File: src/rtl/config_chain_loader.sv
// Configuration chain loader: accepts bitstream words over valid/ready and
// serialises them LSB-first onto the fabric config shift chain.
module config_chain_loader #(
    parameter int WORD_WIDTH   = 8,
    parameter int CHAIN_LENGTH = 1280,
    parameter int COUNT_WIDTH  = 11
) (
    input  logic                   clock,
    input  logic                   reset,
    input  logic                   start,
    input  logic [WORD_WIDTH-1:0]  word_in,
    input  logic                   word_valid,
    output logic                   word_ready,
    output logic                   config_enable,
    output logic                   config_out,
    output logic                   busy,
    output logic                   done,
    output logic [COUNT_WIDTH-1:0] bit_count
);

    localparam int SLOT_W = (WORD_WIDTH > 1) ? $clog2(WORD_WIDTH) : 1;
    localparam logic [COUNT_WIDTH-1:0] LAST_BIT  = COUNT_WIDTH'(CHAIN_LENGTH - 1);
    localparam logic [SLOT_W-1:0]      LAST_SLOT = SLOT_W'(WORD_WIDTH - 1);

    typedef enum logic [1:0] {
        IDLE  = 2'd0,
        LOAD  = 2'd1,
        SHIFT = 2'd2,
        DONE  = 2'd3
    } state_t;

    state_t                state, state_nxt;
    logic [WORD_WIDTH-1:0] shreg;
    logic [SLOT_W-1:0]     slot;

    always_ff @(posedge clock) begin
        if (reset) state <= IDLE;
        else       state <= state_nxt;
    end

    // Reaching the last chain bit wins over the end-of-word check, so the
    // tail of a partial final word is never shifted.
    always_comb begin
        state_nxt = state;
        unique case (state)
            IDLE, DONE: if (start) state_nxt = LOAD;
            LOAD:       if (word_valid) state_nxt = SHIFT;
            SHIFT: begin
                if (bit_count == LAST_BIT)   state_nxt = DONE;
                else if (slot == LAST_SLOT)  state_nxt = LOAD;
            end
            default:    state_nxt = IDLE;
        endcase
    end

    always_ff @(posedge clock) begin
        if (reset) begin
            shreg     <= '0;
            slot      <= '0;
            bit_count <= '0;
        end else begin
            unique case (state)
                IDLE, DONE: if (start) bit_count <= '0;
                LOAD: begin
                    if (word_valid) begin
                        shreg <= word_in;
                        slot  <= '0;
                    end
                end
                SHIFT: begin
                    shreg     <= shreg >> 1;
                    bit_count <= bit_count + COUNT_WIDTH'(1);
                    slot      <= slot + SLOT_W'(1);
                end
                default: ;
            endcase
        end
    end

    // Outputs decode the state register directly; no input reaches an output.
    assign word_ready    = (state == LOAD);
    assign config_enable = (state == SHIFT);
    assign config_out    = shreg[0];
    assign busy          = (state == LOAD) || (state == SHIFT);
    assign done          = (state == DONE);

endmodule
File: config.mk
export PLATFORM = sky130hd
export DESIGN_NAME = config_chain_loader
export DESIGN_NICKNAME = d
export VERILOG_FILES = /design/src/rtl/config_chain_loader.sv
export SDC_FILE = /design/constraint.sdc
export NUM_CORES = 1
export LEC_CHECK = 0
export CAP_MARGIN = 20
export CELL_PAD_IN_SITES_DETAIL_PLACEMENT = 0
export CELL_PAD_IN_SITES_GLOBAL_PLACEMENT = 1
export CORE_ASPECT_RATIO = 2
export CORE_MARGIN = 5
export CORE_UTILIZATION = 36
export DETAILED_ROUTE_END_ITERATION = 7
export PLACE_DENSITY_LB_ADDON = 0.1
export SLEW_MARGIN = 10
export SYNTH_ARGS = -nofsm -noshare
export SYNTH_HDL_FRONTEND = slang
export SYNTH_SLANG_ARGS = --single-unit
File: constraint.sdc
create_clock -name clock -period 1.8 [get_ports clock]
set_input_delay 0.18 -clock clock [delete_from_list [all_inputs] [get_ports clock]]
set_output_delay 0.18 -clock clock [all_outputs]
set_load 0.02 [all_outputs]
* Word-level counts from Yosys, hierarchy flattened
Index checks and enable logic that the tools add are counted.
Word-level totals: bits in registers 24, output and inout bits 16, bits of input ports 12, logic and storage cells 33
Operators by class: add/sub/neg operators 2, equal/unequal tests 8, mux-type cells 11, reduce and logical (&&, ||, !) cells 8
Operator list (number):
- 11-bit case mux with 2 select lines | 1
- 8-bit case mux with 2 select lines | 1
- 11-bit by 1-bit adder with 11-bit output, second input constant | 1
- 11-bit == test, second input constant | 1
- 11-bit two-way mux | 1
- 2-bit two-way mux | 4
- 8-bit two-way mux | 1
- 2-bit case mux with 3 select lines | 1
- 3-bit case mux with 2 select lines | 1
- 2-bit == test, second input constant | 2
- 2-bit != test, second input constant | 2
- 2-bit AND reduction | 2
- 2-bit nonzero test | 2
- 3-bit by 1-bit adder with 3-bit output, second input constant | 1
- 3-bit == test, second input constant | 1
- 3-bit two-way mux | 1
- 3-bit by 1-bit != test with 1-bit output, second input constant | 1
- 3-bit AND reduction | 1
- 2-bit by 1-bit == test with 1-bit output, second input constant | 1
- 2-bit logical NOT | 1
- 2-bit OR reduction | 1
- 1-bit logical OR | 1

* Longest topological paths before layout
Gate-level depths: netlist of the first run.
depth after elaboration 4, gate-level depth with buffers 7, mapped depth without buffers 6

* Worst setup path before layout of the first run
No wires, ideal clock.
path type reg2reg, from reg state[0], to reg bit_count[10], path buffers 1, data required time 1.730 ns, period minus slack after synthesis 1.631 ns, path slack 0.169 ns, arrival 1.561 ns, cell stages (with the launch flop) 8, setup time 0.070 ns, path through dfxtp_1 -> inv_1 -> ha_1 -> buf_4 -> mux2_4 -> nand3_4 -> or3_1 -> a21oi_1
On the way: elaborated cells between the ends (all ways) 8, classes of those cells eq/ne: 3; mux: 1; reduce/logical: 4
RTL lines:
- from (decl) | RTL line 32 | state_t state, state_nxt;
- from (signal assigned) | RTL line 38 | else state <= state_nxt;
- 2-bit == test (*)
- named net config_enable | RTL line 14 | output logic config_enable,
- 2-bit nonzero test (no source line)
- 2-bit AND reduction (no source line)
- to (signal assigned) | RTL line 72 | bit_count <= bit_count + COUNT_WIDTH'(1);
- to (decl) | RTL line 18 | output logic [COUNT_WIDTH-1:0] bit_count
The timed path passes the listed nets; every way through them passes the cells marked *. A chain may end at the register's enable or synchronous reset.

* Worst setup path after layout of the first run
from reg state[1], to out config_enable
On the way: word-level cells in the longest chain between the ends 1
RTL lines:
- 2-bit == test | RTL line 82 | assign config_enable = (state == SHIFT);
- to (decl) | RTL line 14
No other way between the ends.

==> results of run 1 <==
==> per-layer routing <==
metal | track usage [%] | vias up | part of all wire, %
li1 | - | 537 | -
met1 | 12.91 | 491 | 36
met3 | 1.463 | 10 | 3.3
met5 | 0 | - | 0
met2 | 25.86 | 25 | 56
met4 | 8.764 | 0 | 4.1
==> per-stage QoR <==
stage          hold WS, ps  cells  utilization (%)  instance area [um2]  setup WS [ps]
6_report             454.0    194            47.68                 1593          143.0
5_1_grt              470.8    194            47.68                 1593          1.845
3_5_place_dp         444.0    190            45.62                 1524          30.04
2_1_floorplan        344.6    133                -                 1215          169.3
3_3_place_gp         449.8    190            45.62                 1524          45.53
4_1_cts              456.1    194            47.42                 1584          2.729
==> logic make-up (layout without fill, tap and decap cells) <==
family	Yosys count	in the layout	synth area share, %
adder cells (fa/ha/maj)	6	6	6.179
flip-flops	24	24	39.55
multiplexers	9	9	7.827
AO/OA/AOI/OAI	29	29	15.96
buffers and inverters	11	40	4.427
AND/OR/NAND/NOR	48	48	21.73
XOR/XNOR	6	6	4.325
==> worst max path at each step <==
stage / startpoint / endpoint / slack, ps / cells past startpoint
finish: state[1] / config_enable / 140 / 2
global route: state[1] / state[0] / 2 / 6
CTS: state[0] / word_ready / 3 / 2
detailed placement: state[0] / state[1] / 30 / 7
global placement: state[1] / state[1] / 50 / 6
floorplan: state[0] / bit_count[10] / 170 / 7
==> cell usage in the layout, fill, tap and decap left out, types with 5 or more instances in the layout <==
cell             synthesis  layout
a21oi_1                  8       8
nand2_1                  6       6
dfxtp_1                 24      23
xor2_1                   6       6
nor2_1                  16      16
nand4_1                  5       5
mux2i_1                  8       8
a211oi_1                 7       7
ha_1                     6       5
buf_4                    2       5
o21ai_0                  6       6
clkdlybuf4s50_1          0      25
==> where the power goes <==
group          switching [uW]  internal (uW)  total, uW
clock network             175            195        371
registers                33.5            589        623
logic                     217            178        395
total                     426            962       1390
==> registers in the layout, summed over array words and instances, names as in the netlist <==
signal,count
shreg,8
state,2
slot,3
bit_count,11
==> layout make-up <==
type / count / area, um2
fill: 344 / 1748
multi-input combinational: 98 / 691.9
sequential: 24 / 481.7
timing repair buffer: 32 / 309.0
clock buffer: 4 / 55.05
tap: 32 / 40.04
inverter: 4 / 15.01
==> worst min-delay path, stage by stage (launching register included) <==
cell and delay, ps:
dfxtp_1 310, nand2_1 50, a21oi_1 50
==> timing repair <==
action                                  CTS  global route
endpoints found under the hold margin     0             0
endpoints found under the setup margin    2             9
gates resized for setup                   2             4
==> impl_metrics.py, run 1 <==
metrics = {
    "grt": {
        "grt_usage_pct": 13.61,
        "grt_max_degree": 18,
        "gr-total-overflow": 0,
        "antenna_found_initial": 0,
        "grt_pass1_wl_um": 4885,
        "grt_pass1_vias": 1089,
    },
    "sta": {
        "slew_viol_final": 0,
        "max_freq_mhz": 603.5,
        "clock-skew-final_ps": 2.930,
        "period_share_pct": 92.06,
        "rsz0062_at_grt": "no",
        "worst_slew_margin_rel_pct": 71.03,
        "setup-violations-final": 0,
        "timing.setup.tns_ps": 0,
        "final_hold_viol_count": 0,
        "tightest_slew_ps": 430.0,
        "period_needed_ps": 1657,
    },
    "logic_synthesis": {
        "yosysMostFrequentCell": "dfxtp_1",
        "synthArstFlopShare_pct": 0,
        "netlist.area_leader.share_pct": 39.55,
        "synth.avg_cell_area_um2": 9.135,
        "ys_ff_latch": 24,
        "synth_edf_count": 0,
        "synth_warnings": 0,
        "synth_cell_types": 33,
        "synth-main-ff-cell": "dfxtp_1",
        "ys_top_cells_by_area": "dfxtp_1 (40%), mux2i_1 (6.6%), ha_1 (6.2%)",
        "yosysSeqAreaShare_pct": 39.55,
        "synth_top_area_cell": "dfxtp_1",
        "netlist_top_cells_count": "dfxtp_1 (24), nor2_1 (16), a21oi_1 (8), mux2i_1 (8), a211oi_1 (7)",
        "syn_nets": 151,
        "synth_area_um2": 1215,
        "synth_cells": 133,
    },
    "critical_path": {
        "cp_num_buf_inv": 1,
        "max_stage_delay_ps": 610,
        "reg2reg_to": "state[1]",
        "reg2reg_depth": 6,
        "cp_data_required_time_ps": 1620,
        "crit_arrival_ps": 1480,
        "worstSetupPathType": "reg2out",
        "critical_path_peak_fanout": 4,
        "cp_top_family": "buffers and inverters",
        "end_kind": "output port",
        "reg2reg_slack_ps": 150,
        "slowest_stage": "clkdlybuf4s50_1",
        "crit_chain": "ha_2 > clkdlybuf4s50_1",
        "cp-start-kind": "register",
        "r2r_start": "state[1]",
    },
    "floorplan": {
        "core_um2": 3341,
        "io_pins": 28,
        "die_x_um": 51.08,
        "die_area_um2": 4707,
        "num_rows": 30,
        "die_h_um": 92.16,
        "initial_core_util_pct": 36.37,
    },
    "outcome": {
        "outcome": "completed",
    },
    "cts": {
        "clkTransAtPathRegs_ps": 80,
        "cts_tree": "done",
        "numCtsBuffers": 3,
        "cts_hold_buf": 0,
        "cts_setup_buffers": 0,
        "cts_buffer_depth": 2,
        "ctsRootBufferMaster": "clkbuf_8",
        "clk_latency_ps": 270,
        "h-tree-depth": 1,
        "cts_sinks": 24,
    },
    "detailed_routing": {
        "drc": 0,
        "drt_wl_total_um": 2884,
        "detail_route.wl_per_cell_um": 14.87,
        "drtAntennaViolNets": 0,
        "drt_iter0_drc": 6,
        "num_vias": 1063,
        "detail_route.vias_per_cell": 5.479,
        "firstDrtPassIters": 2,
    },
    "placement": {
        "port_buffers": 27,
        "dp_hpwl_um": 2288,
        "place.gp.congestion": 0.6963,
    },
    "min_path": {
        "hold_path_end": "shreg[7]",
        "hold-path-cell-count": 2,
        "hold_path.class": "reg2reg",
        "min_from": "shreg[7]",
    },
    "job": {
        "maxCapViolCount": 0,
    },
    "layout": {
        "synthToLayoutAreaGrowth_pct": 31.10,
        "diodes": 0,
        "drive_above_1_share_pct": 9.877,
        "nNetsFinal": 181,
    },
    "power_and_ir_drop": {
        "p_per_area_nw_per_um2": 871.5,
        "total_leakage_power_uw": 0.0006069,
        "peakVddDrop_uv": 673.6,
        "total_power_uw": 1388,
    },
}
Power figures use the tool's default switching activity.
==> run 2, diff against run 1 <==
--- a/config.mk
+++ b/config.mk
@@ -12,7 +12,7 @@
 export CORE_MARGIN = 5
 export CORE_UTILIZATION = 36
 export DETAILED_ROUTE_END_ITERATION = 7
-export PLACE_DENSITY_LB_ADDON = 0.1
+export PLACE_DENSITY = 0.83
 export SLEW_MARGIN = 10
 export SYNTH_ARGS = -nofsm -noshare
 export SYNTH_HDL_FRONTEND = slang
==> impl_metrics.py, run 2 (synthesis results as in run 1) <==
metrics = {
    "outcome": {
        "outcome": "completed",
    },
    "floorplan": {
        "core_um2": 3341,
        "io_pins": 28,
        "initial_core_util_pct": 36.37,
        "die_area_um2": 4707,
        "die_x_um": 51.08,
        "num_rows": 30,
        "die_h_um": 92.16,
    },
    "grt": {
        "grt_pass1_vias": 1064,
        "grt_pass1_wl_um": 4629,
        "grt_usage_pct": 12.85,
        "antenna_found_initial": 0,
        "gr-total-overflow": 0,
        "grt_max_degree": 16,
    },
    "detailed_routing": {
        "drc": 0,
        "drt_wl_total_um": 2704,
        "drt_iter0_drc": 11,
        "drtAntennaViolNets": 0,
        "detail_route.wl_per_cell_um": 13.94,
        "top_layer": "met4",
        "wl_met1_um": 1008,
        "firstDrtPassIters": 6,
        "met2WireLength_um": 1472,
        "wl_met3_um": 159,
        "num_vias": 1063,
        "detail_route.vias_per_cell": 5.479,
    },
    "sta": {
        "rsz0062_at_grt": "no",
        "fin_ws_ps": 102.2,
        "period_share_pct": 94.32,
        "period_needed_ps": 1698,
        "slew_viol_final": 0,
        "timing.setup.tns_ps": 0,
        "clock-skew-final_ps": 4.158,
        "max_freq_mhz": 589.0,
        "setup-violations-final": 0,
        "final_hold_viol_count": 0,
        "tightest_slew_ps": 489.1,
        "worst_slew_margin_rel_pct": 67.05,
    },
    "job": {
        "maxCapViolCount": 0,
    },
    "cts": {
        "clkTransAtPathRegs_ps": 80,
        "cts_hold_buf": 0,
        "clk_latency_ps": 270,
        "ctsRootBufferMaster": "clkbuf_8",
        "numCtsBuffers": 3,
        "cts_buffer_depth": 2,
        "h-tree-depth": 1,
        "cts_tree": "done",
        "cts_sinks": 24,
        "cts_setup_buffers": 0,
    },
    "layout": {
        "reg_top3": "bit_count (11), shreg (8), slot (3)",
        "layout_common_cells": "dfxtp_1 (24), clkdlybuf4s50_1 (24), nor2_1 (16), mux2i_1 (8), a21oi_1 (8)",
        "finalNonFillerCells": 194,
        "nNetsFinal": 181,
        "regMostFlops": "bit_count",
        "drive_above_1_share_pct": 9.259,
        "synthToLayoutAreaGrowth_pct": 30.69,
        "diodes": 0,
        "fillers": 328,
        "fin_area_um2": 1588,
        "largest_register_ffs": 11,
    },
    "critical_path": {
        "cp-start-kind": "register",
        "max_stage_delay_ps": 380,
        "crit_arrival_ps": 1910,
        "critical_path_peak_fanout": 7,
        "slowest_stage": "dfxtp_1",
        "cp_data_required_time_ps": 2010,
        "crit_chain": "inv_1 > ha_2 > mux2_4 > nand3_1 > or3_1 > a21oi_1",
        "end_kind": "register",
        "worstSetupPathType": "reg2reg",
    },
    "power_and_ir_drop": {
        "p_per_area_nw_per_um2": 876.2,
        "peakVddDrop_uv": 584.3,
        "total_power_uw": 1391,
        "total_leakage_power_uw": 0.0006109,
    },
    "placement": {
        "dp_slack_ps": 73.87,
        "dp.cells": 190,
        "dp_hpwl_um": 2145,
        "port_buffers": 27,
        "dpl-instance-area_um2": 1524,
        "place.gp.congestion": 0.7651,
    },
    "min_path": {
        "hold_path.class": "reg2reg",
    },
}
## run 2: changes by cell type in the layout (fill, tap and decap cells not counted), sizes merged
cell           previous run  this run
clkdlybuf4s50            25        24
dlygate4sd2               1         2
## run 2: worst paths after layout
kind	startpoint	to	slack, ps	cells after the start
worst max-delay path	state[0]	bit_count[9]	100	6
worst min register to register	shreg[7]	shreg[7]	460	2
worst max register to register	state[0]	bit_count[9]	100	6
worst min-delay path	shreg[7]	shreg[7]	460	2
## run 2: layout make-up
cell class	count	area, um2	share of cell area, %
clock buffers	4	55.05	3.467
inverters	4	15.01	0.9456
multi-input cells	98	689.4	43.42
flip-flops and latches	24	480.5	30.26
well taps	32	40.04	2.522
repair buffers	32	307.8	19.39
## run 2: timing repair
| action | 4_1_cts | 5_1_grt |
|---|---|---|
| gates resized for setup | 2 | 4 |
| endpoints found under the setup margin | 2 | 8 |
| hold endpoints to repair | 0 | 0 |
## run 2: metal layers
layer | global-route usage [%] | vias to the layer above
met1 | 12.10 | 494
li1 | - | 534
met2 | 24.89 | 30
met3 | 1.951 | 5
met4 | 6.742 | 0
met5 | 0 | -
## run 2: power breakdown
part	internal [uW]	switching (uW)	total, uW
Clock	195	172	368
Sequential	588	33.9	622
Combinational	183	219	402
Total	966	425	1390
## run 2: worst max-delay path: cells and delay by family, from the launching register on
family | cells | cell delay [ps]
compound gates | 1 | 140
buf+inv | 1 | 60
fa+ha+maj | 1 | 370
mux | 1 | 220
simple gates | 2 | 450
flops | 1 | 380
## run 2: through the flow
step | utilization (%) | hold slack, ps
finish | 47.53 | 464.4
global route | 47.53 | 484.7
CTS | 47.19 | 471.9
detailed placement | 45.62 | 459.3
global placement | 45.62 | 452.9
floorplan | - | 344.6
==> run 3, diff against run 2 <==
--- a/config.mk
+++ b/config.mk
@@ -10,9 +10,9 @@
 export CELL_PAD_IN_SITES_GLOBAL_PLACEMENT = 1
 export CORE_ASPECT_RATIO = 2
 export CORE_MARGIN = 5
-export CORE_UTILIZATION = 36
+export CORE_UTILIZATION = 30
 export DETAILED_ROUTE_END_ITERATION = 7
-export PLACE_DENSITY = 0.83
+export PLACE_DENSITY = 0.72
 export SLEW_MARGIN = 10
 export SYNTH_ARGS = -nofsm -noshare
 export SYNTH_HDL_FRONTEND = slang
==> impl_metrics.py, run 3 (synthesis results as in run 1) <==
metrics = {
    "sta": {
        "fin_ws_ps": 99.06,
        "clock-skew-final_ps": 7.109,
        "worst_slew_margin_rel_pct": 68.95,
        "period_share_pct": 94.50,
        "whs_ps": 470.2,
        "timing.setup.tns_ps": 0,
        "setup-violations-final": 0,
        "max_freq_mhz": 587.9,
        "rsz0062_at_grt": "no",
        "tightest_slew_ps": 460.8,
        "final_hold_viol_count": 0,
        "period_needed_ps": 1701,
        "slew_viol_final": 0,
    },
    "critical_path": {
        "end_kind": "output port",
        "critical_path_peak_fanout": 5,
        "cp_data_required_time_ps": 1620,
        "crit_arrival_ps": 1520,
        "cp-start-kind": "register",
        "worstSetupPathType": "reg2out",
    },
    "detailed_routing": {
        "firstDrtPassIters": 4,
        "drtAntennaViolNets": 0,
        "drc": 0,
        "drt_iter0_drc": 20,
        "detail_route.vias_per_cell": 5.052,
        "detail_route.wl_per_cell_um": 13.49,
        "drt_wl_total_um": 2874,
        "num_vias": 1076,
    },
    "cts": {
        "cts_setup_buffers": 0,
        "clk_latency_ps": 270,
        "cts_tree": "done",
        "ctsRootBufferMaster": "clkbuf_8",
        "h-tree-depth": 1,
        "clkTransAtPathRegs_ps": 80,
        "cts_sinks": 24,
        "numCtsBuffers": 3,
        "cts_hold_buf": 0,
        "cts_buffer_depth": 2,
    },
    "grt": {
        "grt_pass1_vias": 1058,
        "grt.met2_usage_pct": 20.07,
        "use_met3_pct": 1.634,
        "grt_max_degree": 16,
        "grt_usage_pct": 11.32,
        "met1_usage_pct": 12.60,
        "grt_pass1_wl_um": 4740,
        "antenna_found_initial": 0,
        "grt.busiest_layer": "met2",
        "gr-total-overflow": 0,
    },
    "layout": {
        "multiInputGateArea_um2": 685.7,
        "fin_area_um2": 1627,
        "final_common_cell": "clkdlybuf4s50_1",
        "diodes": 0,
        "reg_top3": "bit_count (11), shreg (8), slot (3)",
        "drive_above_1_share_pct": 9.259,
        "regMostFlops": "bit_count",
        "fillers": 413,
        "register_area_um2": 481.7,
        "layout_common_cells": "clkdlybuf4s50_1 (25), dfxtp_1 (23), nor2_1 (16), mux2i_1 (8), a21oi_1 (8)",
        "synthToLayoutAreaGrowth_pct": 33.88,
        "largest_register_ffs": 11,
        "nNetsFinal": 181,
    },
    "min_path": {
        "hold_path.class": "reg2reg",
    },
    "power_and_ir_drop": {
        "peakVddDrop_uv": 497.1,
        "total_leakage_power_uw": 0.0006127,
        "total_power_uw": 1498,
        "p_per_area_nw_per_um2": 920.9,
    },
    "floorplan": {
        "initial_core_util_pct": 31.28,
        "die_x_um": 55,
        "num_rows": 32,
        "io_pins": 28,
        "die_area_um2": 5500,
        "core_um2": 3884,
        "die_h_um": 100.0,
    },
    "placement": {
        "place.gp.congestion": 0.8024,
        "port_buffers": 27,
        "dp_slack_ps": 43.20,
        "dpl-instance-area_um2": 1548,
        "dp_hpwl_um": 2280,
    },
    "outcome": {
        "outcome": "completed",
    },
    "job": {
        "maxCapViolCount": 0,
    },
}
[run 3: changes by cell type in the layout (fill, tap and decap cells not counted), sizes merged]
| cell | before | now |
|---|---|---|
| bufinv | 0 | 1 |
| dlygate4sd2 | 2 | 1 |
| clkbuf | 4 | 3 |
| clkdlybuf4s50 | 24 | 25 |
[run 3: layout make-up]
cell class,instances,area share [%]
inverters,4,0.9231
repair buffers,32,19.00
multi-input cells,98,42.15
clock buffers,3,2.538
flip-flops and latches,24,29.62
clock inverters,1,1.846
well taps,51,3.923
[run 3: layer usage]
layer | vias to the layer above | part of all wire (%)
li1 | 535 | -
met1 | 508 | 39
met2 | 31 | 55
met3 | 2 | 4.8
met4 | 0 | 0.94
met5 | - | 0
[run 3: repair_timing]
| item | 4_1_cts | 5_1_grt |
|---|---|---|
| endpoints found under the setup margin | 1 | 7 |
| gates resized for setup | 1 | 4 |
| cloned | 0 | 0 |
| hold endpoints to repair | 0 | 0 |
| pin swaps | 0 | 0 |
[run 3: worst paths after layout]
path | start | slack (ps) | cells past startpoint | end
max | state[1] | 100 | 2 | config_enable
min | shreg[7] | 470 | 2 | shreg[7]
min reg2reg | shreg[7] | 470 | 2 | shreg[7]
max reg2reg | state[0] | 140 | 6 | bit_count[10]
[run 3: stage by stage]
step	instances	utilization, %
3_3_place_gp	209	39.85
3_5_place_dp	209	39.85
5_1_grt	213	41.88
4_1_cts	213	41.66
6_report	213	41.88
2_1_floorplan	133	-
[run 3: critical path, stage by stage (launching register included)]
cell and delay (ps):
dfxtp_1 390, ha_2 250, clkdlybuf4s50_1 620
[run 3: where the power goes]
part	total [uW]	internal [uW]	leakage, uW	switching [uW]
logic	400	180	0.000382	220
registers	623	589	0.000195	34.1
clock network	475	297	0.0000357	178
